`config.mk`:
```
export PLATFORM = sky130hd
export DESIGN_NAME = user_saxil_regfile
export DESIGN_NICKNAME = d
export VERILOG_FILES = /design/src/rtl/user_saxil_regfile.sv
export SDC_FILE = /design/constraint.sdc
export NUM_CORES = 1
export LEC_CHECK = 0
export ABC_CLOCK_PERIOD_IN_PS = 2200
export CORE_ASPECT_RATIO = 0.6
export CORE_UTILIZATION = 54
export DETAILED_ROUTE_END_ITERATION = 7
export HOLD_SLACK_MARGIN = 0.1
export PLACE_DENSITY_LB_ADDON = 0.2
export SETUP_SLACK_MARGIN = 0.1
export SKIP_LAST_GASP = 1
export SYNTH_ARGS = -nofsm -noshare
export SYNTH_HDL_FRONTEND = slang
export SYNTH_SLANG_ARGS = --single-unit
```
`constraint.sdc`:
```
create_clock -name user_saxil_clk -period 2.2 [get_ports user_saxil_clk]
set_input_delay 0.44 -clock user_saxil_clk [delete_from_list [all_inputs] [get_ports user_saxil_clk]]
set_output_delay 0.44 -clock user_saxil_clk [all_outputs]
set_load 0.1 [all_outputs]
```
`src/rtl/user_saxil_regfile.sv`:
```
// ---------------------------------------------------------------------------
// user_saxil_regfile
//   AXI4-Lite slave register file: NUM_REGS registers of DATA_W bits, with
//   byte-lane write strobes and independent, concurrently running read and
//   write state machines. Every output is driven from registered state only.
//
//   Optional build macro:
//     USER_SAXIL_SLVERR_EN  - out-of-range accesses answer SLVERR (reads
//                             return zero, writes change nothing). When the
//                             macro is absent the upper address bits are
//                             ignored, addresses alias onto the index bits,
//                             and every access answers OKAY.
// ---------------------------------------------------------------------------
module user_saxil_regfile #(
    parameter int DATA_W   = 32,
    parameter int ADDR_W   = 32,
    parameter int NUM_REGS = 16
) (
    input  logic                  user_saxil_clk,
    input  logic                  user_saxil_rst,

    // write address channel
    input  logic [ADDR_W-1:0]     user_port_awaddr,
    input  logic                  user_port_awvalid,
    output logic                  user_port_awready,

    // write data channel
    input  logic [DATA_W-1:0]     user_port_wdata,
    input  logic [DATA_W/8-1:0]   user_port_wstrb,
    input  logic                  user_port_wvalid,
    output logic                  user_port_wready,

    // write response channel
    output logic [1:0]            user_port_bresp,
    output logic                  user_port_bvalid,
    input  logic                  user_port_bready,

    // read address channel
    input  logic [ADDR_W-1:0]     user_port_araddr,
    input  logic                  user_port_arvalid,
    output logic                  user_port_arready,

    // read data channel
    output logic [DATA_W-1:0]     user_port_rdata,
    output logic [1:0]            user_port_rresp,
    output logic                  user_port_rvalid,
    input  logic                  user_port_rready
);

    // -----------------------------------------------------------------------
    // Geometry and encodings
    // -----------------------------------------------------------------------
    localparam int STRB_W = DATA_W / 8;
    localparam int LANE_B = $clog2(STRB_W);    // byte-offset bits, ignored
    localparam int IDX_W  = $clog2(NUM_REGS);  // register index bits

    localparam logic [1:0] RESP_OKAY   = 2'b00;
    localparam logic [1:0] RESP_SLVERR = 2'b10;

    localparam logic [0:0] R_IDLE = 1'b0;
    localparam logic [0:0] R_DATA = 1'b1;

    localparam logic [0:0] W_IDLE = 1'b0;
    localparam logic [0:0] W_RESP = 1'b1;

`ifdef USER_SAXIL_SLVERR_EN
    // Byte span decoded by this block; anything at or above it is an error.
    localparam logic [63:0] ADDR_SPAN = 64'(NUM_REGS * STRB_W);
`endif

    // -----------------------------------------------------------------------
    // State
    // -----------------------------------------------------------------------
    logic [DATA_W-1:0] regs [NUM_REGS];

    logic              live;        // low during reset, high from the first cycle after
    logic [0:0]        r_state;
    logic [0:0]        w_state;

    logic              aw_done;     // write address captured, waiting for data
    logic              w_done;      // write data captured, waiting for address
    logic [ADDR_W-1:0] aw_addr;
    logic [DATA_W-1:0] w_data;
    logic [STRB_W-1:0] w_strb;

    // Decoded access information
    logic [IDX_W-1:0]  wr_idx;
    logic [IDX_W-1:0]  rd_idx;
    logic              wr_ok;
    logic              rd_ok;
    logic              wr_commit;

    // Address bits outside the index field only feed the optional range check.
    logic              unused_addr_bits;
    assign unused_addr_bits = ^{aw_addr, user_port_araddr};

    // -----------------------------------------------------------------------
    // Ready outputs: derived purely from registered state. The live flag
    // keeps every ready low through reset and releases them together on
    // the first cycle after reset drops.
    // -----------------------------------------------------------------------
    assign user_port_arready = live && (r_state == R_IDLE);
    assign user_port_awready = live && (w_state == W_IDLE) && !aw_done;
    assign user_port_wready  = live && (w_state == W_IDLE) && !w_done;

    // Track whether the block has come out of reset.
    always_ff @(posedge user_saxil_clk) begin
        // NOTE: sequential state is assigned with <= so every flop samples
        // pre-edge values; this is also what lets a read issued in the same
        // cycle as a write commit observe the register's old contents.
        if (user_saxil_rst) begin
            live <= 1'b0;
        end else begin
            live <= 1'b1;
        end
    end

    // Decode register index, range status and the write commit strobe.
    always_comb begin
        // NOTE: every output of this block gets a default first, so no
        // path through it can leave a value unassigned and infer a latch.
        wr_idx    = aw_addr[IDX_W+LANE_B-1:LANE_B];
        rd_idx    = user_port_araddr[IDX_W+LANE_B-1:LANE_B];
        wr_ok     = 1'b1;
        rd_ok     = 1'b1;
        wr_commit = (w_state == W_IDLE) && aw_done && w_done;
`ifdef USER_SAXIL_SLVERR_EN
        wr_ok     = 64'(aw_addr) < ADDR_SPAN;
        rd_ok     = 64'(user_port_araddr) < ADDR_SPAN;
`endif
    end

    // -----------------------------------------------------------------------
    // Write path
    // -----------------------------------------------------------------------

    // Write FSM: collect AW and W in any order, commit, then hold the response.
    always_ff @(posedge user_saxil_clk) begin
        if (user_saxil_rst) begin
            w_state          <= W_IDLE;
            aw_done          <= 1'b0;
            w_done           <= 1'b0;
            aw_addr          <= '0;
            w_data           <= '0;
            w_strb           <= '0;
            user_port_bvalid <= 1'b0;
            user_port_bresp  <= RESP_OKAY;
        end else begin
            case (w_state)
                W_IDLE: begin
                    if (user_port_awready && user_port_awvalid) begin
                        aw_addr <= user_port_awaddr;
                        aw_done <= 1'b1;
                    end
                    if (user_port_wready && user_port_wvalid) begin
                        w_data <= user_port_wdata;
                        w_strb <= user_port_wstrb;
                        w_done <= 1'b1;
                    end
                    // Both halves were held from an earlier cycle: the
                    // register update happens now and the response follows.
                    if (wr_commit) begin
                        aw_done          <= 1'b0;
                        w_done           <= 1'b0;
                        user_port_bvalid <= 1'b1;
                        user_port_bresp  <= wr_ok ? RESP_OKAY : RESP_SLVERR;
                        w_state          <= W_RESP;
                    end
                end
                W_RESP: begin
                    if (user_port_bready) begin
                        user_port_bvalid <= 1'b0;
                        w_state          <= W_IDLE;
                    end
                end
            endcase
        end
    end

    // Register array: cleared by reset, byte lanes updated on commit.
    always_ff @(posedge user_saxil_clk) begin
        // NOTE: this array is a set of software-visible registers that must
        // read zero after reset, so it is built from resettable flops rather
        // than a RAM macro, which could not be cleared in one cycle.
        if (user_saxil_rst) begin
            for (int r = 0; r < NUM_REGS; r++) begin
                regs[r] <= '0;
            end
        end else if (wr_commit && wr_ok) begin
            for (int i = 0; i < STRB_W; i++) begin
                if (w_strb[i]) begin
                    regs[wr_idx][8*i +: 8] <= w_data[8*i +: 8];
                end
            end
        end
    end

    // -----------------------------------------------------------------------
    // Read path
    // -----------------------------------------------------------------------

    // Read FSM: sample the register on the AR handshake, hold until accepted.
    always_ff @(posedge user_saxil_clk) begin
        if (user_saxil_rst) begin
            r_state          <= R_IDLE;
            user_port_rvalid <= 1'b0;
            user_port_rdata  <= '0;
            user_port_rresp  <= RESP_OKAY;
        end else begin
            case (r_state)
                R_IDLE: begin
                    if (user_port_arready && user_port_arvalid) begin
                        r_state          <= R_DATA;
                        user_port_rvalid <= 1'b1;
                        user_port_rdata  <= rd_ok ? regs[rd_idx] : '0;
                        user_port_rresp  <= rd_ok ? RESP_OKAY : RESP_SLVERR;
                    end
                end
                R_DATA: begin
                    if (user_port_rready) begin
                        user_port_rvalid <= 1'b0;
                        r_state          <= R_IDLE;
                    end
                end
            endcase
        end
    end

endmodule

```
== Word level (Yosys, flattened, before mapping) ==
Memory sizes are Yosys's and may differ from the RTL's. A register that Yosys moved wholly into a read port is not among the register bits.
Cells that the tools add are included.
Storage, ports and cells
  flip-flop bits (word level): 49
  bits in writable memories: 512
  input bits: 107
  output and inout port bits: 41
  logic and storage cells: 76
  memories: 1
Memories
  regs: words 16, bits a word 32, read ports 1, clocked after memory_dff 1, wr ports 16, line 74  | logic [DATA_W-1:0] regs [NUM_REGS];
Operators by class
  equality and inequality tests: 4
  mux-type cells: 38
  bitwise logic cells: 2
  reductions and logical operators: 21
Operator list (number)
  2-to-1 mux 32 bit: 1
  OR reduction 32 bit: 1
  2-to-1 mux 1 bit: 31
  AND reduction 2 bit: 7
  logical AND 1 bit: 9
  2-to-1 mux 4 bit: 2
  case mux 1 bit (2 select lines): 4
  != test 2 bit (second input constant): 3
  nonzero test 2 bit: 2
  zero test 1 bit: 2
  != test 2 x 1 -> 1 bit (second input constant): 1
  inverter 1 bit: 2

== Depth between registers and ports, before layout ==
Gate-level depths: netlist of run 1.
  depth after elaboration: 8
  gate-level depth with buffers: 8
  depth with buffers taken out: 4

== Worst setup path after synthesis of run 1 ==
No wires, ideal clock.
  kind: register -> register
  start: reg w_state
  end: reg w_data[22]
  arrival: 3724 ps
  data required time: 2068 ps
  slack: -1656 ps
  stages on the path, launching flop included: 6
  buffers on the path: 1
  clock period less this slack: 3856 ps
  cells stage by stage: dfxtp_1 -> nor3b_1 -> nand2_1 -> clkbuf_1 -> nand2_1 -> a21oi_1
Between the ends
  cells in the longest elaborated chain, start to end: 5
RTL lines
  start: declaration: line 78  | logic [0:0] w_state;
  start signal: assignment: line 140  | w_state <= W_IDLE;
  start signal: assignment: line 167  | w_state <= W_RESP;
  start signal: assignment: line 173  | w_state <= W_IDLE;
  inverter 1 bit (no source line)
  logical AND 1 bit (2 in a row): line 104  | assign user_port_wready = live && (w_state == W_IDLE) && !w_done;
  net user_port_wready: line 31  | output logic user_port_wready,
  logical AND 1 bit: line 155  | if (user_port_wready && user_port_wvalid) begin
  AND reduction 2 bit (no source line)
  end signal: assignment: line 156  | w_data <= user_port_wdata;
  end: declaration: line 83  | logic [DATA_W-1:0] w_data;
The timed path passes the listed nets, and every way through them passes these cells.
A chain may end at the register's enable or synchronous reset.

==> impl_metrics.yaml, run 1 <==
run_status:
  status: "finished clean"
detailed_routing:
  vias: 15800
  highest_layer: "met4"
  drtIter0Drc: 1701
  drc_errors: 0
  drt-total-wl_um: 64600
  wl_met3_um: 6360
  antenna_left: 0
  wl_met1_um: 28600
  drt-vias-per-instance: 5.74
  drt_pre_antenna_iters: 5
  drt-wirelength-per-cell_um: 23.5
  wl_met2_um: 28600
cells_and_area:
  synthToLayoutAreaGrowth_pct: 17.3
  drive_gt1_share_pct: 20.4
  stdcell_area_sq_um: 30700
  fin_nets: 2177
  num_antenna_cells: 0
floorplan:
  fp.dieArea_sq_um: 49400
  die_w_um: 286
  die_h_um: 173
  rows: 62
  start_util_pct: 54.7
  core_area_sq_um: 47900
  ios: 148
clock_network:
  clock_path_buffers: 3
  h-tree-depth: 2
  clock-sinks: 591
  clkTransAtPathRegs_ns: 0.07
  cts_made_buffers: 53
  postCtsHoldBufs: 0
  cts_tree: "built"
  worstSkewPairLatency_ns: 0.59
  postCtsSetupBuffers: 0
  clock-root-buffer: "clkbuf_16"
synthesis:
  synth-main-ff-cell: "edfxtp_1"
  yosys.cell_types.count: 33
  syn_area_per_cell_sq_um: 14.2
  synth_edf_count: 512
  yosysSeqAreaShare_pct: 64.8
  synth_seq_cells: 591
  syn_inst: 1847
  yosysWarnings: 0
  mappedNetlistArea_sq_um: 26200
  async_flop_share_pct: 0
sta:
  finalMaxSlewViolations: 0
  fmax_mhz: 492
  finalSetupTns_ns: 0
  worstMarginPinSlew_ns: 0.802
  timing.final.crit_share_pct: 92.3
  finalClockSkew_ns: 0.0163
  relSlewSlack_pct: 46.4
  period_needed_ns: 2.03
  worst_slack_ns: 0.169
  holdWs_ns: 0.395
  rsz0062_at_grt: "true"
  setup_violations: 0
  hold_viol_final: 0
worst_setup_path:
  worstSetupPathType: "reg -> reg"
  cp_max_fo: 8
  r2r_start: "aw_addr[2]"
  crit_path_start_kind: "flip-flop"
  cp.arrival_ns: 2.33
  end_kind: "flip-flop"
  cp.required_ns: 2.50
  startpoint: "aw_addr[2]"
pwr:
  p_leak_nw: 11.5
  power_w: 0.0243
  powerDensity_nw_per_um2: 791
  peakVddDrop_v: 0.000606
min_path:
  min_path_type: "in -> reg"
  min_from: "user_port_wdata[28]"
global_route:
  track_usage_pct: 26.6
  grt_max_degree: 66
  grt_pass1_vias: 15400
  grt.overflow.total: 0
  grt_pass1_wl_um: 97500
  antenna_found_initial: 1
place:
  dp_hpwl_um: 44100
  port-buffer-count: 87
  place.gp.congestion: 0.822
  pre_cts_slack_ns: 0.0813
  post_dp_cell_area_sq_um: 28900
job:
  drv_cap: 0
## synthesized netlist by cell type (3+ instances only)
library cell / count / share of area (%)
nor2b_1: 7 / 0.17
nand3_1: 6 / 0.11
o211ai_1: 26 / 0.75
o21ai_1: 15 / 0.29
nand2b_1: 22 / 0.53
o21ai_0: 69 / 1.3
and2_1: 515 / 12
buf_2: 20 / 0.38
dfxtp_1: 79 / 6.0
edfxtp_1: 512 / 59
nor2_1: 71 / 1.0
buf_4: 9 / 0.26
mux4_2: 95 / 8.2
mux2i_1: 100 / 3.8
nand2_1: 106 / 1.5
buf_12: 3 / 0.23
buf_6: 13 / 0.56
a21oi_1: 43 / 0.82
a32oi_1: 19 / 0.64
clkbuf_1: 70 / 1.0
a22oi_1: 32 / 0.92
## worst max-delay path, cell delays in order (launching register included)
cell and delay (ns):
dfxtp_1 0.55, nor2b_1 0.32, nand3_1 0.19, buf_4 0.25, o21ai_0 0.20, buf_4 0.22
## cell usage in the layout (no fill, tap or decap), types with 2 or more instances in the layout
cell / n
nor2b_2: 3
dfxtp_1: 78
nor2_1: 70
a21oi_1: 42
clkinvlp_4: 2
clkinv_2: 8
bufinv_16: 3
nor2_2: 2
clkbuf_8: 14
edfxtp_1: 512
clkinv_1: 3
o211ai_1: 26
a32oi_1: 19
nand2b_1: 22
nor2b_1: 3
nand2_2: 3
o21ai_1: 16
mux4_2: 95
inv_1: 2
clkbuf_16: 56
buf_12: 20
a22oi_1: 32
nand3_1: 6
clkbuf_1: 13
buf_4: 215
nand2_1: 103
and2_1: 515
mux2i_1: 100
o21ai_0: 68
nor3b_4: 2
conb_1: 4
clkdlybuf4s50_1: 46
## worst paths after layout
kind | to | slack [ns] | cells after the start
max | regs[7][9] | 0.17 | 5
min | w_data[28] | 0.39 | 3
max reg2reg | regs[7][9] | 0.17 | 5
min reg2reg | w_strb[2] | 0.46 | 2
## state kept, by name, summed over array words and instances (netlist names), 4 cells and up
name	flops
regs	512
user_port_rdata	32
w_data	32
aw_addr	4
w_strb	4
## final cells by class
type	count	area [sq um]
clock inverter	17	165
tap	640	801
multi-input combinational	1139	8640
inverter	2	7.51
fill	3418	17200
sequential	591	17000
timing repair buffer	283	2490
clock buffer	83	1640
## power by group
part	internal (W)	switching (W)
clock	0.00548	0.00408
sequential	0.0125	0.000311
combinational	0.000738	0.00115
## cell families after synthesis
logic type	Yosys count	share of synthesized area, %
AND/OR/NAND/NOR	735	15.9
AO/OA/AOI/OAI	204	4.73
other	1	0.0143
multiplexers	196	12.1
flip-flops	591	64.8
buffers and inverters	120	2.51
## per-layer routing
| metal | track usage (%) | vias up |
|---|---|---|
| li1 | - | 7178 |
| met1 | 40.7 | 7874 |
| met2 | 39.4 | 678 |
| met3 | 5.95 | 82 |
| met4 | 5.19 | 0 |
| met5 | 0 | - |
## through the flow
step	cells	utilization, %
global route	2755	64.2
finish	2755	64.2
global placement	2655	60.4
floorplan	1850	-
detailed placement	2655	60.4
CTS	2755	64.1
## what timing repair did
action,CTS,global route
gates resized for setup,2,5
gates cloned,0,0
setup endpoints to repair,9,107
pin swaps,0,0
Power figures use the tool's default switching activity.
==> run 2, diff against run 1 <==
--- a/config.mk
+++ b/config.mk
@@ -7,8 +7,10 @@
 export LEC_CHECK = 0
 export ABC_CLOCK_PERIOD_IN_PS = 2200
 export CORE_ASPECT_RATIO = 0.6
-export CORE_UTILIZATION = 54
+export CORE_MARGIN = 8
+export CORE_UTILIZATION = 55
 export DETAILED_ROUTE_END_ITERATION = 7
+export DONT_BUFFER_PORTS = 1
 export HOLD_SLACK_MARGIN = 0.1
 export PLACE_DENSITY_LB_ADDON = 0.2
 export SETUP_SLACK_MARGIN = 0.1
==> impl_metrics.yaml, run 2 (synthesis results as in run 1) <==
global_route:
  grt_pass1_wl_um: 98900
  antenna_found_initial: 1
  grt.overflow.total: 0
  track_usage_pct: 23.9
  grt_max_degree: 161
  grt_pass1_vias: 15600
sta:
  rsz0062_at_grt: "true"
  timing.final.crit_share_pct: 93.0
  hold_viol_final: 0
  holdWs_ns: 0.132
  finalSetupTns_ns: 0
  period_needed_ns: 2.05
  finalMaxSlewViolations: 0
  worstMarginPinSlew_ns: 0.747
  relSlewSlack_pct: 50.2
  fmax_mhz: 489
  finalClockSkew_ns: 0.0284
  setup_violations: 0
detailed_routing:
  drc_errors: 0
  antenna_left: 0
  drt-vias-per-instance: 5.84
  vias: 15800
  drtIter0Drc: 1645
  drt-total-wl_um: 66400
  drt-wirelength-per-cell_um: 24.5
  drt_pre_antenna_iters: 5
pwr:
  peakVddDrop_v: 0.000593
  p_leak_nw: 11.2
  power_w: 0.0239
  powerDensity_nw_per_um2: 793
clock_network:
  clkTransAtPathRegs_ns: 0.07
  clock-sinks: 591
  cts_made_buffers: 53
  h-tree-depth: 2
  clock-root-buffer: "clkbuf_16"
  cts_tree: "built"
  worstSkewPairLatency_ns: 0.60
  clock_path_buffers: 3
worst_setup_path:
  max_stage_delay_ns: 0.44
  cp.arrival_ns: 1.61
  cp_slowest_cell: "dfxtp_2"
  cp.required_ns: 1.76
  crit_family: "flip-flops"
  rrSetupSlack_ns: 0.21
  r2r_start: "aw_addr[2]"
  cp_max_fo: 4
  path_buf_inv: 1
  startpoint: "live"
  crit_chain: "nor3b_4 -> buf_4"
  crit_path_start_kind: "flip-flop"
  worstSetupPathType: "reg -> out"
  end_kind: "output port"
place:
  port-buffer-count: 0
  post_dp_cell_area_sq_um: 27900
  dp_hpwl_um: 41300
  place_inst: 2555
  place.gp.congestion: 0.788
cells_and_area:
  num_antenna_cells: 0
  fin_nets: 2127
  reg_top3: "regs (512), user_port_rdata (32), w_data (32)"
  drive_gt1_share_pct: 18.2
  final_cell_mix: "and2_1, edfxtp_1, buf_4"
  top_register: "regs"
  final_common_cell: "and2_1"
  synthToLayoutAreaGrowth_pct: 15.2
  stdcell_area_sq_um: 30200
  final_cells: 2705
  largest_reg_flops: 512
floorplan:
  die_w_um: 298
  core_area_sq_um: 47400
  rows: 62
  fp.dieArea_sq_um: 55100
  start_util_pct: 55.2
  die_h_um: 185
  ios: 148
run_status:
  status: "finished clean"
job:
  drv_cap: 0
min_path:
  min_path_type: "in -> reg"
  min_from: "user_port_araddr[3]"
## run 2: cell count changes in the layout (fill, tap and decap cells not counted), moves of 7 or more
cell and change:
buf_12 -12, buf_4 -40, clkbuf_8 -9, clkdlybuf4s50_1 -46, clkinv_1 +7, dlygate4sd3_1 +48
## run 2: layer usage
metal | routed length, um | up-vias | global-route usage, %
met5 | 0 | - | 0
met4 | 1330 | 0 | 5.31
met3 | 6710 | 87 | 6.09
met2 | 29100 | 658 | 36.2
met1 | 29200 | 7966 | 35.0
li1 | - | 7076 | -
## run 2: per-stage QoR
| step | setup WS, ns | utilization (%) |
|---|---|---|
| 2_1_floorplan | 0.124 | - |
| 3_3_place_gp | 0.208 | 58.8 |
| 3_5_place_dp | 0.151 | 58.8 |
| 4_1_cts | 0.134 | 63.6 |
| 5_1_grt | 0.0819 | 63.6 |
| 6_report | 0.155 | 63.6 |
## run 2: worst reg2reg max path, stage by stage (launching register included)
cell and delay, ns:
dfxtp_1 0.37, buf_4 0.17, nor2b_1 0.27, nand2_1 0.38, o21ai_0 0.27, buf_4 0.21
## run 2: layout make-up
class,instances,area (sq um)
Clock buffer,71,1490
Multi-Input combinational cell,1139,8650
Inverter,2,7.51
Clock inverter,29,268
Timing Repair Buffer,233,1990
Sequential cell,591,17000
Fill cell,3491,17200
Tap cell,640,801
## run 2: path summary, 6_finish.rpt
kind                               to  cells past startpoint
setup / recovery    user_port_awready                      2
hold / removal    user_port_rdata[25]                      2
hold reg to reg             w_strb[0]                      2
setup reg to reg         regs[10][10]                      5
## run 2: where the power goes
group	internal, W	leakage, nW	switching [W]	total, W
combinational	0.000643	4.37	0.00102	0.00166
clock	0.00533	0.865	0.00412	0.00945
sequential	0.0125	5.92	0.000282	0.0128
total	0.0185	11.2	0.00542	0.0239
## run 2: repair_timing
| action | in CTS | in global routing |
|---|---|---|
| hold endpoints to repair | 68 | 0 |
| endpoints found under the setup margin | 3 | 105 |
| resized for setup | 2 | 6 |
| gates cloned | 0 | 0 |
| hold buffers | 50 | 0 |
| buffers inserted | 0 | 0 |
